`src/rtl/if_fetch.sv`:
```
// Instruction fetch unit: issues one instruction-memory read per controller request,
// registers the returned word (or a NOP on timeout), and pulses fetch_done once per fetch.
module if_fetch #(
    parameter int          TIMEOUT  = 16,
    parameter logic [31:0] NOP_WORD = 32'h0000_0000
) (
    input  logic        clk,
    input  logic        rst_n,
    input  logic [31:2] pc,
    input  logic        fetch_req,
    input  logic        flush,
    output logic        imem_req,
    output logic [31:2] imem_addr,
    input  logic        imem_gnt,
    input  logic        imem_rvalid,
    input  logic [31:0] imem_rdata,
    output logic [31:0] ir,
    output logic [31:2] ir_pc,
    output logic [31:2] pc_plus4,
    output logic        fetch_done,
    output logic        busy,
    output logic        err
);

    typedef enum logic [1:0] {
        IDLE  = 2'd0,
        REQ   = 2'd1,
        WAIT  = 2'd2,
        DRAIN = 2'd3
    } state_t;

    localparam logic [7:0]  TIMER_LAST = 8'(TIMEOUT - 1);
    localparam logic [29:0] RESET_PC   = 30'h0000_0C00;

    state_t      state_reg;
    state_t      state_next;
    logic [7:0]  timer_reg;
    logic [29:0] addr_reg;
    logic [31:0] ir_reg;
    logic [29:0] ir_pc_reg;
    logic        done_reg;
    logic        err_reg;

    logic        start;
    logic        capture_data;
    logic        capture_nop;
    logic        timer_run;
    logic        expired;

    // Saturating compare keeps the abort condition true even if the timer overshoots.
    assign expired = (timer_reg >= TIMER_LAST);

    always_comb begin
        state_next   = state_reg;
        start        = 1'b0;
        capture_data = 1'b0;
        capture_nop  = 1'b0;
        timer_run    = 1'b0;
        case (state_reg)
            IDLE: begin
                if (fetch_req && !flush) begin
                    start      = 1'b1;
                    state_next = REQ;
                end
            end
            REQ: begin
                timer_run = 1'b1;
                if (flush) begin
                    // A grant in the flush cycle leaves a response in flight; drain it.
                    state_next = imem_gnt ? DRAIN : IDLE;
                end else if (imem_gnt) begin
                    state_next = WAIT;
                end else if (expired) begin
                    capture_nop = 1'b1;
                    state_next  = IDLE;
                end
            end
            WAIT: begin
                timer_run = 1'b1;
                if (imem_rvalid) begin
                    capture_data = !flush;
                    state_next   = IDLE;
                end else if (flush) begin
                    state_next = DRAIN;
                end else if (expired) begin
                    capture_nop = 1'b1;
                    state_next  = IDLE;
                end
            end
            DRAIN: begin
                timer_run = 1'b1;
                if (imem_rvalid || expired) begin
                    state_next = IDLE;
                end
            end
            default: state_next = IDLE;
        endcase
    end

    always_ff @(posedge clk or negedge rst_n) begin
        if (!rst_n) begin
            state_reg <= IDLE;
            timer_reg <= 8'd0;
            addr_reg  <= 30'd0;
            ir_reg    <= 32'h0000_0000;
            ir_pc_reg <= RESET_PC;
            done_reg  <= 1'b0;
            err_reg   <= 1'b0;
        end else begin
            state_reg <= state_next;
            done_reg  <= capture_data | capture_nop;

            if (start) begin
                timer_reg <= 8'd0;
            end else if (timer_run && (timer_reg != 8'hFF)) begin
                timer_reg <= timer_reg + 8'd1;
            end

            if (start) begin
                addr_reg <= pc;
            end

            if (capture_data) begin
                ir_reg <= imem_rdata;
            end else if (capture_nop) begin
                ir_reg <= NOP_WORD;
            end

            if (capture_data || capture_nop) begin
                ir_pc_reg <= addr_reg;
            end

            if (start) begin
                err_reg <= 1'b0;
            end else if (capture_nop) begin
                err_reg <= 1'b1;
            end
        end
    end

    assign imem_req   = (state_reg == REQ);
    assign imem_addr  = addr_reg;
    assign ir         = ir_reg;
    assign ir_pc      = ir_pc_reg;
    assign pc_plus4   = ir_pc_reg + 30'd1;
    assign fetch_done = done_reg;
    assign busy       = (state_reg != IDLE);
    assign err        = err_reg;

endmodule
```
`config.mk`:
```
export PLATFORM = sky130hd
export DESIGN_NAME = if_fetch
export DESIGN_NICKNAME = d
export VERILOG_FILES = /design/src/rtl/if_fetch.sv
export SDC_FILE = /design/constraint.sdc
export NUM_CORES = 1
export LEC_CHECK = 0
export CAP_MARGIN = 20
export CORE_MARGIN = 2
export CORE_UTILIZATION = 55
export CTS_CLUSTER_DIAMETER = 150
export CTS_CLUSTER_SIZE = 8
export DETAILED_ROUTE_END_ITERATION = 12
export DONT_BUFFER_PORTS = 1
export PLACE_DENSITY_LB_ADDON = 0.2
export SYNTH_ARGS = -nofsm -noshare
export SYNTH_HDL_FRONTEND = slang
export SYNTH_SLANG_ARGS = --single-unit
```
`constraint.sdc`:
```
create_clock -name clk -period 4.75 [get_ports clk]
set_clock_uncertainty 0.1 [all_clocks]
set_input_delay 0.95 -clock clk [delete_from_list [all_inputs] [get_ports clk]]
set_output_delay 0.95 -clock clk [all_outputs]
set_load 0.03 [all_outputs]
```
# [After elaboration in Yosys (flattened, before gate mapping)]
# Index checks and enable logic that the tools add are counted.
[classes] reduce_logical=12 add_sub_neg=2 eq_ne=6 magnitude_cmp=1 mux=26 bitwise_logic=1
[ops] operator="$mux 32" count=2
[ops] operator="$add 30x1->30 const B" count=1
[ops] operator="$mux 2" count=8
[ops] operator="$mux 8" count=2
[ops] operator="$mux 1" count=12
[ops] operator="$add 8x1->8 const B" count=1
[ops] operator="$ge 8x4->1 const B" count=1
[ops] operator="$ne 8x8->1 const B" count=1
[ops] operator="$pmux 2 s4" count=1
[ops] operator="$reduce_bool 2->1" count=4
[ops] operator="$eq 2x2->1 const B" count=2
[ops] operator="$ne 2x2->1 const B" count=2
[ops] operator="$reduce_or 3->1" count=1
[ops] operator="$eq 2x1->1 const B" count=1
[ops] operator="$logic_and 1x1->1" count=2
[ops] operator="$logic_not 2->1" count=1
[ops] operator="$logic_or 1x1->1" count=2
[ops] operator="$pmux 1 s2" count=1
[ops] operator="$reduce_and 2->1" count=1
[ops] operator="$logic_not 1->1" count=1
[ops] operator="$or 1x1->1" count=1
[totals] register_bits=104 word_cells=55 input_bits=68

# [Longest topological paths before layout]
# Gate-level depths: netlist of run 1.
[depth] word_depth=7 depth_mapped=7 depth_no_buf=6

# [Least setup slack after synthesis of run 1]
# Ideal clock, no wire load.
[synth_timing] path_type="reg2out" from="register ir_pc_reg[10] (netlist: ir_pc[12])" to="output port pc_plus4[26] (netlist bit)" slack_ps=1646 path_stages_with_launch=6 t_arrival_ps=2054 n_path_buf=1 path_cell_list="dfstp_2 -> nand4_1 -> nor4_2 -> buf_2 -> nand4_1 -> xnor2_1"
[synth_between] elab_chain_len=1
[synth_rtl] item="start, declared" line="40" rtl="logic [29:0] ir_pc_reg;"
[synth_rtl] item="start signal, assigned" line="130" rtl="ir_pc_reg <= addr_reg;"
[synth_rtl] item="$add 30x1->30" line="145" rtl="assign pc_plus4 = ir_pc_reg + 30'd1;"
[synth_rtl] item="end, declared" line="19" rtl="output logic [31:2] pc_plus4,"
# Every way passes these cells.

# [Worst setup path after layout of run 1]
[layout_timing] from="register ir_pc_reg[2] (netlist: ir_pc[4])" to="output port pc_plus4[27] (netlist bit)"
# The elaborated chain is that of the path after synthesis.

==> results by group, run 1 <==
Route
  – Number of remaining DRC errors: 0
  – DR vias: 2890
  – ANT nets after route: 0
  – First DRT Iteration DRCs: 80
  – DR vias/cell: 6.14
  – Drt wl/cell: 20.8 µm
  – Drt total wl: 9790 µm
  – Detailed Routing Iterations Pass 1: 4

Worst setup path
  – Worst Setup End Kind: output port
  – Worst setup path category: flop to output port
  – WP data arrival: 2.70 ns
  – Setup crit start: ir_pc[4]
  – Setup slack, reg-to-reg: 2.26 ns
  – Crit Path Max Fanout: 9
  – CP Data Required Time: 3.70 ns
  – CP startpoint kind: flop
  – Worst r2r src: state_reg[1]

Hold path
  – Min-delay worst type: input port to asynchronous set/reset pin

Floorplan
  – Die Wd: 97.3 µm
  – Core Box Area: 0.00859 mm²
  – I/O pin total: 194
  – Die height: 97.3 µm
  – Floorplan row count: 34
  – Die area: 0.00946 mm²
  – Starting density of the core: 55.7%

Placed design
  – DP HPWL: 6770 µm
  – I/O Buffers: 0
  – Final Wtd Congestion: 0.809

CTS
  – Worst-skew pair later-pin latency: 0.36 ns
  – CTS Buf Count: 9
  – Post-CTS Setup Bufs: 0
  – CTS tree: yes
  – Clock root buffer master: clkbuf_8
  – Clock sinks: 104
  – Clock-pin slew on the worst setup and hold paths: 0.11 ns
  – H-Tree Depth: 3
  – Post-CTS Resized: 0
  – # hold bufs at CTS: 0
  – Clk buf depth: 2

Timing
  – Final Hold Viols: 0
  – Final period utilization: 78.9%
  – Fin crit period: 3.75 ns
  – Worst-Margin Slew: 0.735 ns
  – RSZ-0062 raised after global routing: false
  – Fmax: 267 MHz
  – Slew margin rel.: 50.7%
  – Setup violators final: 0
  – Max-slew violations: 0
  – TNS Setup: 0 ns

Synth
  – Most common cell in the netlist: dfrtp_1
  – Post-synth EDFFs: 0
  – FF+latch count, synth: 104
  – Ranking of synthesized cells by area: dfrtp_1 53%, mux2_4 8.5%, mux2_2 7.8%
  – Post-synth top cells: 102 x dfrtp_1, 33 x mux2_2, 32 x a22o_1
  – Netlist cell types: 39
  – Synthesized net count: 436
  – Seq/Total Area, Yosys: 54.4%
  – Mapped Cells: 361
  – YS warnings: 0
  – Yosys top cell by area: dfrtp_1
  – Synth Flop Type: dfrtp_1
  – Asr flop ratio synth: 100%
  – Syn Area/Cell: 13.3 µm²
  – Synthesized area: 0.00479 mm²
  – Share of the synthesized area in the top cell type: 53.3%

Run status
  – Outcome: finished, final reports clean

Global route
  – Largest net degree at the start of global routing: 105
  – Vias in the first global route: 2985
  – Gr ovfl total: 0
  – Antenna violations before repair: 1
  – First-pass GRT wire length: 15800 µm
  – Gr usage total: 21.1%

Power
  – Total power: 4310 µW
  – Pwr Density: 847 mW/mm²
  – VDD IR max: 0.326 mV
  – Leakage power: 0.00233 µW

Flow run
  – Maxcap violations: 0

Final layout
  – Number of nets in the layout: 433
  – Filler cells: 701
  – Ant diodes: 0
  – Synth-to-Final Area Change: 6.30%
  – Fraction of layout cells with a size suffix above 1: 24.5%
  – Max reg flops: 32
  – FF/Latch Area: 0.00261 mm²
  – Area occupied by multi-input gates: 0.00206 mm²
## critical path, cell delays in order, from the launching register on
cell and delay [ns]:
dfrtp_1 0.65, nand4_1 0.24, nor2_1 0.62, nand4b_1 0.19
xnor2_1 0.62
## report_power, final
part	switching [µW]	internal (µW)	leakage [µW]	total (µW)
logic	666	581	0.000937	1250
clock network	332	207	0.0000997	538
registers	1240	1280	0.00129	2520
total	2240	2070	0.00233	4310
## layout by cell type (no fill, tap or decap), drive strengths merged, types with 3 or more instances in the layout
cell	netlist	final
nor3	4	4
a22o	32	32
and4	3	3
and3	8	8
nor4	3	3
mux2	60	60
clkbuf	6	9
nor2	17	17
nand4	12	12
nand2	12	12
o21ai	3	3
a2111oi	3	3
nand2b	4	4
dfrtp	102	102
buf	12	4
nand3	13	13
xor2	5	5
ha	7	7
a21oi	3	3
clkinv	0	3
inv	8	12
a211oi	3	3
xnor2	29	29
## through the flow
| step | cell area [µm²] | cells | utilization, % | worst slack, ns | hold WS [ns] |
|---|---|---|---|---|---|
| 2_1_floorplan | 4790 | 361 | - | 1.65 | 0.413 |
| 4_1_cts | 5040 | 469 | 58.6 | 0.995 | 0.144 |
| 3_3_place_gp | 4850 | 453 | 56.4 | 1.44 | 0.438 |
| 5_1_grt | 5090 | 471 | 59.2 | 0.830 | 0.130 |
| 6_report | 5090 | 471 | 59.2 | 1.00 | 0.167 |
| 3_5_place_dp | 4850 | 453 | 56.4 | 1.41 | 0.462 |
## cell families (layout without fill, tap and decap cells)
family                     after synthesis  after routing  share of synthesized area [%]
AOI/OAI and AO/OA                       48             48                           8.58
xor gates and xnor gates                34             34                           6.22
adders and majority gates                7              7                           1.83
buffers and inverters                   26             28                           2.69
DFF                                    104            104                           54.4
muxes                                   61             61                           16.4
and+or+nand+nor                         81             81                           9.80
## layout make-up
class                      count  area share [%]
sequential                   104            51.2
timing repair buffer           4            1.23
multi-input combinational    231            40.5
clock inverter                 7            1.35
inverter                       8           0.590
clock buffer                   9            2.43
tap                          108            2.66
## metal layers
layer | global-route usage (%) | up-vias | part of all wire [%]
li1 | - | 1306 | -
met2 | 32.2 | 133 | 47
met3 | 7.19 | 26 | 8.3
met1 | 27.4 | 1423 | 42
met5 | 0 | - | 0.16
met4 | 9.62 | 2 | 2.9
## path summary, 6_finish.rpt
kind / cells after the start / endpoint
setup / recovery: 4 / pc_plus4[27]
hold / removal: 0 / ir_pc[21]
setup reg to reg: 7 / ir_pc[19]
hold reg to reg: 2 / timer_reg[1]
max in group asynchronous: 0 / ir_pc[13]
min in group clk: 2 / timer_reg[1]
(Power assumes the default switching activity.)
==> run 2, diff against run 1 <==
Clock period 4.75 ns to 3.3 ns, I/O delays scaled along.
==> results by group, run 2 (synthesis gave the netlist of run 1 again) <==
Timing
  – Setup violators final: 0
  – Final period utilization: 95.4%
  – Fmax: 318 MHz
  – RSZ-0062 raised after global routing: false
  – Slew margin rel.: 50.6%
  – Max-slew violations: 0
  – Fin crit period: 3.15 ns
  – Worst-Margin Slew: 0.742 ns
  – TNS Setup: 0 ns
  – Final Hold Viols: 0

Final layout
  – Ant diodes: 0
  – Fraction of layout cells with a size suffix above 1: 29.7%
  – Number of nets in the layout: 460
  – Filler cells: 680
  – Most common cell after layout, fill and taps aside: dfrtp_1
  – Design Area, Final: 0.00529 mm²
  – Synth-to-Final Area Change: 10.5%
  – Max reg flops: 32
  – Commonest non-fill, non-tap cells in the layout: 102 x dfrtp_1, 33 x mux2_2, 32 x a22o_1

Hold path
  – Min-delay worst type: input port to asynchronous set/reset pin

Power
  – Leakage power: 0.00246 µW
  – Pwr Density: 1220 mW/mm²
  – VDD IR max: 0.476 mV

CTS
  – CTS Buf Count: 9
  – CTS tree: yes
  – Clock-pin slew on the worst setup and hold paths: 0.11 ns
  – H-Tree Depth: 3
  – Clock sinks: 104
  – Clock root buffer master: clkbuf_8
  – Clk buf depth: 2
  – Worst-skew pair later-pin latency: 0.37 ns

Route
  – Drt total wl: 10100 µm
  – ANT nets after route: 0
  – First DRT Iteration DRCs: 95
  – Drt wl/cell: 20.2 µm
  – DR vias/cell: 6.08
  – DR vias: 3030
  – Detailed Routing Iterations Pass 1: 4
  – Number of remaining DRC errors: 0

Global route
  – Antenna violations before repair: 1
  – Gr ovfl total: 0
  – Gr usage total: 21.3%
  – First-pass GRT wire length: 15900 µm
  – Vias in the first global route: 3011
  – Largest net degree at the start of global routing: 103

Worst setup path
  – CP startpoint kind: flop
  – Crit Path Max Fanout: 7
  – Worst setup path category: flop to output port
  – Top delay family on crit path: simple AND/OR/NAND/NOR gates
  – Max incr delay on CP: 0.63 ns
  – CP Data Required Time: 2.54 ns
  – WP data arrival: 2.39 ns
  – CP bufs+invs: 1
  – CP cell instances: ha_1, nand2_1, nor3_1, nand4_1, xnor2_1, buf_4
  – Worst Setup End Kind: output port
  – Critical-path top delay cell: dfrtp_1

Floorplan
  – Die height: 97.3 µm
  – I/O pin total: 194
  – Core Box Area: 0.00859 mm²
  – Die area: 0.00946 mm²
  – Die Wd: 97.3 µm
  – Floorplan row count: 34
  – Starting density of the core: 55.7%

Placed design
  – Placed Area: 0.00505 mm²
  – Final Wtd Congestion: 0.799
  – I/O Buffers: 0
  – DP HPWL: 7010 µm

Flow run
  – Maxcap violations: 0

Run status
  – Outcome: finished, final reports clean
[run 2: final timing paths]
| check | startpoint | cells past startpoint | slack (ns) | endpoint |
|---|---|---|---|---|
| worst max-delay path | ir_pc[2] | 6 | 0.15 | pc_plus4[18] |
| worst min-delay path | rst_n | 0 | 0.03 | ir_pc[12] |
| worst max register to register | state_reg[1] | 7 | 0.75 | ir[12] |
| worst min register to register | timer_reg[1] | 2 | 0.47 | timer_reg[1] |
| max in group asynchronous | rst_n | 1 | 2.48 | ir_pc[13] |
| min in group clk | imem_rdata[21] | 1 | 0.32 | ir[21] |
[run 2: report_power, final]
group	internal (µW)	switching [µW]
clock network	297	478
registers	1840	1770
logic	1010	1040
[run 2: repair_timing]
item                                   in CTS  in global routing
gates resized for setup                     0                  1
endpoints found under the hold margin     102                  1
hold buffers                                1                  1
setup endpoints to repair                   0                  7
buffers inserted                            0                  0
[run 2: routing by layer]
metal	vias to the layer above	GRT usage, %	part of all wire (%)
met2	153	34.6	50
met1	1497	26.9	40
met3	20	7.41	8.4
met5	-	0	0.13
met4	2	7.16	2.0
li1	1358	-	-
[run 2: cell type report]
type,count,area [µm²],share of cell area [%]
flip-flops and latches,104,2610,49.3
multi-input cells,231,2060,39.0
repair buffers,31,255,4.83
well taps,108,135,2.56
clock buffers,9,124,2.34
inverters,8,30.0,0.568
clock inverters,7,75.1,1.42
[run 2: through the flow]
| step | power [µW] | std cells | hold WS [ns] | worst slack (ns) | util [%] |
|---|---|---|---|---|---|
| global route | 6770 | 498 | 0.00861 | 0.0257 | 61.5 |
| floorplan | 5060 | 361 | 0.264 | 0.486 | - |
| detailed placement | 5700 | 480 | 0.266 | 0.528 | 58.8 |
| CTS | 6500 | 497 | 0.00445 | 0.0969 | 61.4 |
| finish | 6440 | 498 | 0.0342 | 0.151 | 61.5 |
| global placement | 5630 | 480 | 0.266 | 0.583 | 58.8 |
==> run 3, diff against run 2 <==
--- a/config.mk
+++ b/config.mk
@@ -15,2 +15,3 @@
 export PLACE_DENSITY_LB_ADDON = 0.2
+export SLEW_MARGIN = 10
 export SYNTH_ARGS = -nofsm -noshare
--- a/constraint.sdc
+++ b/constraint.sdc
@@ -4,2 +4,2 @@
 set_output_delay 0.66 -clock clk [all_outputs]
-set_load 0.03 [all_outputs]
+set_load 0.02 [all_outputs]
==> results by group, run 3 (synthesis gave the netlist of run 1 again) <==
Floorplan
  – Die area: 0.00946 mm²
  – Die Wd: 97.3 µm
  – Starting density of the core: 55.7%
  – Die height: 97.3 µm
  – I/O pin total: 194
  – Core Box Area: 0.00859 mm²
  – Floorplan row count: 34

Final layout
  – Ant diodes: 0
  – Filler cells: 711
  – Area occupied by multi-input gates: 0.00207 mm²
  – Fraction of layout cells with a size suffix above 1: 27.5%
  – Commonest non-fill, non-tap cells in the layout: 102 x dfrtp_1, 33 x mux2_2, 32 x a22o_1
  – Most common cell after layout, fill and taps aside: dfrtp_1
  – Design Area, Final: 0.00518 mm²
  – Max reg flops: 32
  – Number of nets in the layout: 448
  – FF/Latch Area: 0.00261 mm²
  – Synth-to-Final Area Change: 8.34%

Flow run
  – Maxcap violations: 0

CTS
  – Worst-skew pair later-pin latency: 0.35 ns
  – CTS tree: yes
  – CTS Buf Count: 9
  – Post-CTS Setup Bufs: 0
  – Clock-pin slew on the worst setup and hold paths: 0.11 ns
  – Clk buf depth: 2
  – H-Tree Depth: 3
  – Clock sinks: 104
  – Clock root buffer master: clkbuf_8

Power
  – Reg power frac: 56.6%
  – VDD IR max: 0.416 mV
  – Internal: 3070 µW
  – Leakage power: 0.00239 µW
  – Switching power: 2640 µW
  – Pwr Density: 1100 mW/mm²
  – Sw Ratio: 46.3%
  – Total power: 5710 µW
  – Clock power share: 12.9%
  – Power share of the combinational group: 30.5%

Worst setup path
  – Crit Path Max Fanout: 12
  – Worst setup path category: flop to output port
  – Top delay family on crit path: flip-flops
  – Worst r2r src: state_reg[1]
  – R2R cell count: 7
  – CP Data Required Time: 2.54 ns
  – CP bufs+invs: 2
  – Max incr delay on CP: 0.69 ns
  – Critical path depth in cells: 6
  – Worst Setup End Kind: output port
  – CP startpoint kind: flop
  – Critical-path top delay cell: dfstp_2
  – Setup crit start: ir_pc[12]
  – WP data arrival: 2.26 ns
  – CP cell instances: nand4_1, nor4_2, buf_4, nand4_1, xnor2_1, buf_4

Timing
  – Fmax: 331 MHz
  – Final period utilization: 91.5%
  – Worst-Margin Slew: 0.761 ns
  – Max-slew violations: 0
  – Fin worst setup slack: 0.279 ns
  – RSZ-0062 raised after global routing: false
  – Final Hold Viols: 0
  – TNS Setup: 0 ns
  – Fin crit period: 3.02 ns
  – Slew margin rel.: 49.3%
  – Setup violators final: 0

Global route
  – Gr ovfl total: 0
  – Largest net degree at the start of global routing: 103
  – Gr usage total: 21.9%
  – First-pass GRT wire length: 16500 µm
  – Vias in the first global route: 3009
  – Antenna violations before repair: 1

Route
  – Drt total wl: 10100 µm
  – Number of remaining DRC errors: 0
  – Detailed Routing Iterations Pass 1: 4
  – Drt wl/cell: 20.8 µm
  – First DRT Iteration DRCs: 89
  – DR vias: 2960
  – DR vias/cell: 6.09
  – ANT nets after route: 0

Placed design
  – Placed Area: 0.00496 mm²
  – Final Wtd Congestion: 0.839
  – DP HPWL: 6960 µm
  – I/O Buffers: 0
  – Place WS: 0.582 ns

Hold path
  – Min-delay worst type: input port to asynchronous set/reset pin

Run status
  – Outcome: finished, final reports clean
-- run 3: final timing paths --
kind	end	slack, ns
setup / recovery	pc_plus4[26]	0.28
hold / removal	ir_pc[21]	0.11
setup reg to reg	ir[12]	0.81
hold reg to reg	timer_reg[1]	0.48
max in group asynchronous	ir_pc[12]	2.42
min in group clk	ir[5]	0.34
-- run 3: area by class of cell --
cell class	instances	share of cell area, %
clock buffer	11	2.73
inverter	8	0.579
multi-input combinational	231	39.9
clock inverter	5	0.748
timing repair buffer	19	3.19
sequential	104	50.2
tap	108	2.61
-- run 3: per-stage QoR --
step,cells,hold slack [ns],utilization (%)
after floorplan,361,0.264,-
after global placement,468,0.266,57.7
after detailed placement,468,0.266,57.7
after CTS,485,0.00754,60.1
after global routing,486,0.105,60.3
final,486,0.108,60.3
-- run 3: per-layer routing --
| layer | part of all wire [%] | up-vias | global-route usage [%] |
|---|---|---|---|
| met1 | 42 | 1487 | 29.2 |
| met2 | 49 | 123 | 35.2 |
| li1 | - | 1335 | - |
| met5 | 0.13 | - | 0 |
| met3 | 7.4 | 13 | 6.62 |
| met4 | 1.1 | 2 | 5.88 |
-- run 3: timing repair --
item | in CTS | in global routing
endpoints found under the hold margin | 102 | 2
hold buffers | 1 | 1
endpoints found under the setup margin | 0 | 2
resized for setup | 0 | 2
-- run 3: power by group through the flow --
stage | logic (µW) | registers, µW | clock network (µW)
after floorplan | 1460 | 3030 | 0
after global placement | 1680 | 3250 | 0
after detailed placement | 1730 | 3260 | 0
after CTS | 1760 | 3240 | 758
after global routing | 1890 | 3330 | 819
final | 1740 | 3230 | 734
